<file path="config.mk">
export PLATFORM = sky130hd
export DESIGN_NAME = serial_div_by_n
export DESIGN_NICKNAME = d
export VERILOG_FILES = /design/src/rtl/serial_div_pkg.sv /design/src/rtl/serial_div_lane.sv /design/src/rtl/serial_div_by_n.sv
export SDC_FILE = /design/constraint.sdc
export NUM_CORES = 1
export LEC_CHECK = 0
export CORE_MARGIN = 3
export CORE_UTILIZATION = 40
export DETAILED_ROUTE_END_ITERATION = 6
export HOLD_SLACK_MARGIN = 0.12
export PLACE_DENSITY = 0.59
export SLEW_MARGIN = 0
export SYNTH_ARGS = -nofsm -noshare
export SYNTH_HDL_FRONTEND = slang
export SYNTH_SLANG_ARGS = --single-unit
</file>
<file path="constraint.sdc">
create_clock -name clk -period 4.2 [get_ports clk]
set_input_delay 0.42 -clock clk [delete_from_list [all_inputs] [get_ports clk]]
set_output_delay 0.42 -clock clk [all_outputs]
set_load 0.05 [all_outputs]
</file>
<file path="src/rtl/serial_div_pkg.sv">
// serial_div_pkg: bit-order type and compare-and-subtract modular helpers shared by the divisibility lanes.
package serial_div_pkg;

   typedef enum logic {MSB_FIRST = 1'b0, LSB_FIRST = 1'b1} order_e;

   // Inputs are below 2*d, so a single conditional subtract is a full reduction.
   function automatic logic [7:0] mod_red(input logic [8:0] t, input logic [7:0] d);
      return (t >= {1'b0, d}) ? 8'(t - {1'b0, d}) : t[7:0];
   endfunction

   function automatic logic [7:0] mod_dbl(input logic [7:0] r, input logic b, input logic [7:0] d);
      return mod_red({r, b}, d);
   endfunction

   function automatic logic [7:0] mod_add(input logic [7:0] a, input logic [7:0] b, input logic [7:0] d);
      return mod_red({1'b0, a} + {1'b0, b}, d);
   endfunction

endpackage

</file>
<file path="src/rtl/serial_div_lane.sv">
// serial_div_lane: one bit-serial lane tracking its stream value modulo DIVISOR in either bit order.
module serial_div_lane
   import serial_div_pkg::*;
#(
   parameter int DIVISOR = 3,
   localparam int RW = $clog2(DIVISOR)
) (
   input  logic          clk,
   input  logic          reset_tb,
   input  logic          in_valid,
   input  logic          in_start,
   input  logic          in_lsb_first,
   input  logic          din,
   output logic          dout,
   output logic [RW-1:0] rem
);

   localparam logic [7:0] DV = 8'(DIVISOR);

   logic [RW-1:0] r_q, r_d, p_q, p_d;
   order_e        ord_q, ord_d;
   logic          fresh_q, fresh_d, dout_q, dout_d;
   logic          st;
   logic [7:0]    r0, p0;

   // A lane that has not seen a bit since reset treats its next bit as a start.
   always_comb begin
      st = in_start | fresh_q;
      r0 = st ? 8'd0 : 8'(r_q);
      p0 = st ? 8'd1 : 8'(p_q);
      r_d = r_q;
      p_d = p_q;
      ord_d = ord_q;
      fresh_d = fresh_q;
      dout_d = dout_q;
      if (in_valid) begin
         ord_d = in_start ? order_e'(in_lsb_first) : ord_q;
         r_d = RW'(ord_d == LSB_FIRST ? mod_add(r0, din ? p0 : 8'd0, DV) : mod_dbl(r0, din, DV));
         p_d = RW'(mod_dbl(p0, 1'b0, DV));
         fresh_d = 1'b0;
         dout_d = (r_d == '0);
      end
   end

   always_ff @(posedge clk or negedge reset_tb) begin
      if (!reset_tb) begin
         r_q <= '0;
         p_q <= RW'(1);
         ord_q <= MSB_FIRST;
         fresh_q <= 1'b1;
         dout_q <= 1'b0;
      end else begin
         r_q <= r_d;
         p_q <= p_d;
         ord_q <= ord_d;
         fresh_q <= fresh_d;
         dout_q <= dout_d;
      end
   end

   assign rem = r_q;
   assign dout = dout_q;

endmodule

</file>
<file path="src/rtl/serial_div_by_n.sv">
// serial_div_by_n: CHANNELS independent serial lanes reporting divisibility by DIVISOR one cycle after each bit.
module serial_div_by_n
   import serial_div_pkg::*;
#(
   parameter int DIVISOR = 3,
   parameter int CHANNELS = 4,
   localparam int RW = $clog2(DIVISOR)
) (
   input  logic                   clk,
   input  logic                   reset_tb,
   input  logic                   in_valid,
   input  logic [CHANNELS-1:0]    in_start,
   input  logic [CHANNELS-1:0]    in_lsb_first,
   input  logic [CHANNELS-1:0]    din,
   output logic                   out_valid,
   output logic [CHANNELS-1:0]    dout,
   output logic [CHANNELS*RW-1:0] rem
);

   logic out_valid_q, out_valid_d;

   always_comb out_valid_d = in_valid;

   always_ff @(posedge clk or negedge reset_tb) begin
      if (!reset_tb) out_valid_q <= 1'b0;
      else out_valid_q <= out_valid_d;
   end

   assign out_valid = out_valid_q;

   for (genvar k = 0; k < CHANNELS; k++) begin : g_lane
      serial_div_lane #(.DIVISOR(DIVISOR)) u_lane (
         .clk          (clk),
         .reset_tb     (reset_tb),
         .in_valid     (in_valid),
         .in_start     (in_start[k]),
         .in_lsb_first (in_lsb_first[k]),
         .din          (din[k]),
         .dout         (dout[k]),
         .rem          (rem[k*RW +: RW])
      );
   end

endmodule

</file>
Word level (Yosys, flattened, before mapping). Cells that the tools add are included.

Magnitude comparators: 12. Bitwise logic cells: 4. Reductions and logical operators: 4. Add/sub/neg operators: 16. Muxes and demuxes: 32.

Operators with widths (count): 2-bit 2-to-1 mux (28); 2-bit by 8-bit adder with 9-bit output (4); 9-bit by 2-bit greater-or-equal comparator with 1-bit output (second input constant) (4); 3-bit by 2-bit greater-or-equal comparator with 1-bit output (second input constant) (8); 2-bit subtractor (second input constant) (12); 2-bit logical NOT (4); 1-bit 2-to-1 mux (4); 1-bit OR (4).

Input port bits: 15. Register bits: 26.

Logic depth before layout (Yosys ltp).
Depth after elaboration: 8. Depth in mapped cells: 12.

Hierarchy. A second synthesis with hierarchy kept.

Cell total of the unflattened synthesis: 189. Area total of the unflattened synthesis: 1821.7 um^2.

Modules (own cells, without submodules): serial_div_lane (sequential area each 177.7 um^2, area each 449.2 um^2, times used 4, cells an instance 47); serial_div_by_n (sequential area each 25.0 um^2, area each 25.0 um^2, times used 1, cells an instance 1).

Worst setup path before layout. OpenSTA, ideal clock, no wires.

Path kind: flip-flop to flip-flop. Start: register g_lane[0].u_lane.r_q[1]. End: register g_lane[0].u_lane.dout_q. Clock period less this slack: 2.818 ns. Path buffers: 0. Data required time: 4.067 ns. Setup slack: 1.382 ns. Data arrival time: 2.685 ns. Stages on the path, launching flop included: 9. Cells stage by stage: dfrtp_1 > or3b_4 > fa_1 > inv_1 > ha_1 > nor2b_1 > mux2_2 > o21ai_0 > o32ai_2.

Cells in the longest elaborated chain, start to end: 6.

RTL lines: from (decl) (RTL line serial_div_lane.sv:20) `logic [RW-1:0] r_q, r_d, p_q, p_d;`; from (signal assigned) (RTL line serial_div_lane.sv:53) `r_q <= r_d;`; 2-bit 2-to-1 mux (*) (RTL line serial_div_lane.sv:29) `r0 = st ? 8'd0 : 8'(r_q);`; 2-bit by 8-bit adder with 9-bit output (RTL line serial_div_pkg.sv:16) `return mod_red({1'b0, a} + {1'b0, b}, d);`; 9-bit by 2-bit greater-or-equal comparator with 1-bit output / 2-bit subtractor (equally long branches) (RTL line serial_div_pkg.sv:8) `return (t >= {1'b0, d}) ? 8'(t - {1'b0, d}) : t[7:0];`; 2-bit 2-to-1 mux (RTL line serial_div_pkg.sv:8); 2-bit 2-to-1 mux (*) (RTL line serial_div_lane.sv:38) `r_d = RW'(ord_d == LSB_FIRST ? mod_add(r0, din ? p0 : 8'd0, DV) : mod_dbl(r0, din, DV));`; 2-bit logical NOT (*) (RTL line serial_div_lane.sv:41) `dout_d = (r_d == '0);`; to (signal assigned) (RTL line serial_div_lane.sv:57) `dout_q <= dout_d;`; to (decl) (RTL line serial_div_lane.sv:22) `logic fresh_q, fresh_d, dout_q, dout_d;`.

Every way passes the cells marked *; elsewhere a longest branch is shown, timed or not. A chain may end at the register's enable or synchronous reset.

Worst setup path after layout.
Start: input port in_start[1]. End: register g_lane[1].u_lane.dout_q.

Cells in the longest elaborated chain, start to end: 8.

RTL lines: from (decl) (RTL line serial_div_by_n.sv:12) `input logic [CHANNELS-1:0] in_start,`; 1-bit OR (RTL line serial_div_lane.sv:28) `st = in_start | fresh_q;`; 2-bit 2-to-1 mux (RTL line serial_div_lane.sv:30) `p0 = st ? 8'd1 : 8'(p_q);`; 2-bit 2-to-1 mux (RTL line serial_div_lane.sv:38); 2-bit by 8-bit adder with 9-bit output (RTL line serial_div_pkg.sv:16); 9-bit by 2-bit greater-or-equal comparator with 1-bit output / 2-bit subtractor (equally long branches) (RTL line serial_div_pkg.sv:8); 2-bit 2-to-1 mux (RTL line serial_div_pkg.sv:8); 2-bit 2-to-1 mux (*) (RTL line serial_div_lane.sv:38); 2-bit logical NOT (*) (RTL line serial_div_lane.sv:41); to (signal assigned) (RTL line serial_div_lane.sv:57); to (decl) (RTL line serial_div_lane.sv:22).

Marks and branches as above.

==> impl_metrics.toml <==
[outcome]
status = "finished, final reports clean"

[layout]
final_layout_size_suffix_gt1_share_pct = 14.4
mostFrequentLayoutCells = "clkdlybuf4s50_1, inv_1, dfrtp_1, nor2_1, a21oi_1"
final_nets = 254
layoutNonFillerInstCount = 274
final_common_cell = "clkdlybuf4s50_1"
design_area_um2 = 2190
antenna_cells = 0
syn_to_final_growth_pct = 18.0

[timing]
fin_crit_sh_pct = 73.7
fin_setup_tns_ns = 0
hold_violations = 0
relSlewSlack_pct = 37.2
period_minus_slack_ns = 3.10
finClkSkew_ns = 0.00768
setup_viol = 0
fmax_mhz = 323
rsz0062_at_grt = "false"
worst_slew_pin_slew_ns = 0.939
hold_slack_ns = 0.493
finalMaxSlewViolations = 0

[synth]
ys_top_cells_by_area = "dfrtp_1, ha_1, dfstp_2, mux2_2, inv_1"
yosysSeqAreaShare_pct = 35.4
syn_nets = 230
syn_avg_cell_area_um2 = 9.33
yosysTopAreaCell = "dfrtp_1"
synth_cells = 199
synth_area_um2 = 1860
yosys_warnings = 0
synth.distinct_cells = 41
synth_top_area_share_pct = 28.3
yosys_register_bits = 26

[clock_network]
cts_buffer_depth = 2
cts_tree = "yes"
cts.sinks = 26
clock_latency_ns = 0.27
cts_hold_buf = 0
clk_pin_slew_ns = 0.08
ctsResizeCount = 0
h-tree-depth = 1
post_cts_buffers = 0
cts-root-buf = "clkbuf_8"
cts_buffers = 3

[floorplanning]
rows = 24
io-pin-count = 28
die_h_um = 74.1
initial_core_util_pct = 42.1
die_area_um2 = 5500
fp.dieW_um = 74.1
core_um2 = 4410

[global_route]
grt_start_max_net_pins = 26
grt_usage_pct = 14.4
grt_pass1_vias = 1484
grt_remaining_overflow = 0
antenna_found_initial = 0
grt_pass1_wl_mm = 6.33

[worst_setup_path]
worstSetupEndpointType = "register"
critPathBufInv = 3
crit_family = "adder cells"
critPathMaxStageDelay_ns = 0.52
crit_path_cell_trace = "clkdlybuf4s50_1 -> nor2_1 -> and2_1 -> ha_1 -> inv_1 -> fa_1 -> inv_1 -> ha_1 -> nor2b_1 -> mux2_2 -> o21ai_0 -> o32ai_2"
path_max_fanout = 4
required_ns = 4.31
crit_slowest_cell = "fa_1"
criticalPathCategory = "primary input to register"
cp.arrival_ns = 3.21
start_kind = "primary input"

[pwr]
p_total_mw = 1.12
p_per_area_nw_per_um2 = 510
leakagePower_nw = 0.939
ir_drop_mv = 0.310

[routing]
drt_iter0_drc = 35
wl_per_cell_um = 13.5
drtPass1Iterations = 4
drt-vias-per-instance = 5.37
route.detailed.drc = 0
finalWirelength_mm = 3.70
antenna_left = 0
vias = 1472

[placement]
dp_hpwl_mm = 2.93
io_buffer_count = 27
placed_area_um2 = 2150
numPlacedInstances = 270
gp_congestion = 0.787

[worst_hold_path]
hp-class = "register to register"

[job]
maxCapViolCount = 0
power breakdown:
group / internal, mW / switching, mW
clock network: 0.0678 / 0.0767
registers: 0.311 / 0.0438
logic: 0.262 / 0.357
logic make-up (layout without fill, tap and decap cells):
family	after synthesis	count (layout)	synth area share, %
buffers and inverters	33	56	7.95
adder cells (fa/ha/maj)	16	16	12.4
flip-flops	26	26	35.4
AO/OA/AOI/OAI	48	48	18.6
multiplexers	11	11	6.54
AND/OR/NAND/NOR	65	65	19.1
area by class of cell:
cell class                 count  area, um2
inverter                      23       86.3
multi-input combinational    140       1050
clock buffer                   4       45.0
timing repair buffer          29        285
fill                         411       2220
sequential                    26        657
tap                           52       65.1
synth_stat cells:
cell type	count
nor2b_1	7
nor3b_2	1
buf_2	1
clkbuf_1	4
dfrtp_1	21
inv_1	23
and4b_1	1
nor2_1	20
fa_1	4
o311ai_0	1
or3b_4	2
o21ai_0	8
nand2b_1	5
a41o_1	1
a21o_1	1
o221a_2	1
nand3_1	8
buf_4	4
o21a_1	2
o21bai_1	1
or3b_1	1
a211oi_1	1
o2111ai_1	3
o31ai_2	2
or2_2	3
nand2_1	4
nor3_1	6
and2_1	4
a21oi_2	2
a21oi_1	16
o32ai_2	2
o31a_1	1
ha_1	12
dfstp_2	5
o32ai_1	1
mux2i_1	2
buf_6	1
mux2_2	9
a31oi_1	2
o22a_1	3
nand3b_1	3
worst min-delay path, cell delays in order (launching register included):
cell and delay, ns:
dfstp_2 0.38, inv_1 0.04, o21ai_0 0.07
state kept, by name, indices dropped and copies added (netlist names):
signal,flops
g_lane.u_lane.p_q,8
g_lane.u_lane.rem,8
g_lane.u_lane.dout,4
g_lane.u_lane.ord_q,4
g_lane.u_lane.fresh_q,1
out_valid,1
metrics by stage:
step	utilization (%)	setup slack (ns)
global route	49.6	0.943
floorplan	-	1.38
global placement	48.6	0.931
CTS	49.6	1.10
detailed placement	48.6	0.808
finish	49.6	1.10
per-layer routing:
metal,share of wire [%],global-route usage (%)
met3,4.8,2.57
met2,50,25.9
met4,0.43,4.23
met5,0,0
met1,45,17.6
path summary, 6_finish.rpt:
kind | startpoint | endpoint | slack [ns] | cells after the start
max | in_start[1] | g_lane[1].u_lane.dout | 1.10 | 12
min | g_lane[1].u_lane.p_q[0] | g_lane[1].u_lane.p_q[0] | 0.49 | 2
max reg2reg | g_lane[1].u_lane.fresh_q | g_lane[1].u_lane.dout | 1.26 | 11
min reg2reg | g_lane[1].u_lane.p_q[0] | g_lane[1].u_lane.p_q[0] | 0.49 | 2
max in group asynchronous | reset_tb | g_lane[1].u_lane.rem[1] | 2.95 | 2
min in group asynchronous | reset_tb | g_lane[2].u_lane.p_q[1] | 0.61 | 1
No activity file was read; power rests on OpenSTA's default activity.
==> variant, RTL diff (same settings) <==
Change the parameter `CHANNELS` from 4 to 8.
--- a/src/rtl/serial_div_by_n.sv
+++ b/src/rtl/serial_div_by_n.sv
@@ -3,7 +3,7 @@
    import serial_div_pkg::*;
 #(
    parameter int DIVISOR = 3,
-   parameter int CHANNELS = 4,
+   parameter int CHANNELS = 8,
    localparam int RW = $clog2(DIVISOR)
 ) (
    input  logic                   clk,
Ports: changed (5 resized); port bits go from 28 to 52. The function was not compared with the original's and may differ.
==> variant against the original RTL <==
Combinational power up 99%. Power up 100%. Sequential power up 99%. Register-to-register slack worse by 0.12 ns. Area after synthesis up 89%. Routed wire length up 84%. Core utilization about the same. Worst hold slack worse by 0.26 ns. Sequential cell count up 24. Worst setup slack better by 0.036 ns. Cell count up 91%. Die area up 80%. Final area up 89%. Critical path type is now reg2reg. Critical endpoint is now g_lane[0].u_lane.rem[1]. Highest routed layer unchanged.
==> variant: results (changes against the original RTL) <==
metric	value	unit	change
Inst Count DP	514		+90%
fin worst setup slack	1.14	ns	+0.0363 ns
Logic pwr share	55.2	%	about the same
Int Pwr	0.00125	W	+96%
H-tree levels	2		+1
Post-Route Utilization	49.6	%	about the same
Crit Reg-Reg Endpoint	g_lane[0].u_lane.rem[1]		
Critical Path Max Stage Delay	0.86	ns	+0.34 ns
syn_nets	432		+88%
GR met1 Demand/Resource	19.1	%	+1.5 points
worst skew pair latency	0.30	ns	+0.03 ns
DR iter-0 viols	78		+120%
Worst EP arrival	3.25	ns	+0.04 ns
commonest cells in the netlist	dfrtp_1 (41), inv_1 (36), nor2_1 (31)		
Peak VDD IR	0.000318	V	+2.7%
crit path max fanout	23		+19
Hold Crit Class	in2async		
relative slew slack	31.3	%	-5.9 points
R2R setup slack	1.14	ns	-0.12 ns
hold_ws	0.238	ns	-0.255 ns
layout cell share with drive strength beyond 1	15.8	%	+1.4 points
critical path class	reg2reg		
clock skew	0.00753	ns	-0.000153 ns
Syn Inst Count	373		+87%
dpl hpwl	4.93	mm	+68%
via count	2681		+82%
final wirelength	6.82	mm	+84%
Tot GR Track Use	14.4	%	-0.023 points
post-synthesis sequential area ratio	36.0	%	+0.66 points
Area after DPL	4050	sq um	+89%
M1 WL	3.36	mm	+100%
Leak	1.79	nW	+90%
Power Sequential	0.000705	W	+99%
Area contributors post-synth	dfrtp_1 (29%), ha_1 (8.6%), mux2_2 (7.7%), dfstp_2 (6.8%), fa_1 (4.6%)		
grt met2 use	24.0	%	-1.9 points
first-pass GRT wire length	11.9	mm	+87%
status	complete, no violations		
final non-filler cell total	522		+91%
pre-CTS WS	0.962	ns	+0.154 ns
CP max-delay cell	dfstp_2		
GP Congestion	0.805		+2.3%
port buffer count	51		+89%
pin count of the biggest net entering global routing	56		+120%
Pwr Total	0.00223	W	+100%
CTS buffer count	5		+2
met2 wire length	3.14	mm	+71%
[variant: changes by cell type in the layout (fill, tap and decap cells not counted), moves of 13 or more]
cell and delta:
clkdlybuf4s50_1 +22, dfrtp_1 +20, inv_1 +13, mux2_2 +15
nand2_1 +20
[variant: cell type report]
type / count / share of cell area (%)
timing repair buffer: 54 / 12.6
multi-input combinational: 269 / 48.2
sequential: 50 / 30.5
inverter: 36 / 3.26
tap: 105 / 3.17
clock buffer: 7 / 2.09
clock inverter: 1 / 0.121
[variant: worst min path at each step]
stage          cells after the start                     from                 endpoint
5_1_grt                            2                 reset_tb  g_lane[1].u_lane.rem[0]
3_3_place_gp                       2  g_lane[0].u_lane.p_q[0]  g_lane[0].u_lane.p_q[0]
3_5_place_dp                       2  g_lane[0].u_lane.p_q[0]  g_lane[0].u_lane.p_q[0]
2_1_floorplan                      0                 reset_tb    g_lane[0].u_lane.dout
4_1_cts                            2                 reset_tb  g_lane[1].u_lane.rem[0]
6_report                           2                 reset_tb  g_lane[6].u_lane.rem[0]
[variant: worst reg2reg max path, stage by stage (launching register included)]
cell and delay [ns]:
dfstp_2 0.86, nor2_1 0.21, and2_1 0.23, ha_1 0.19, inv_1 0.06, fa_1 0.46
inv_1 0.08, ha_1 0.23, nand2b_1 0.14, o2111ai_1 0.10, o31ai_1 0.14, mux2_2 0.28
[variant: cells by family (layout without fill, tap and decap cells)]
kind of cell / after synthesis / in the layout / synth area share [%]
muxes: 32 / 32 / 10.0
and+or+nand+nor: 130 / 130 / 19.4
buffers and inverters: 54 / 98 / 6.96
adders and majority gates: 32 / 32 / 13.1
DFF: 50 / 50 / 36.0
AOI/OAI and AO/OA: 75 / 75 / 14.5
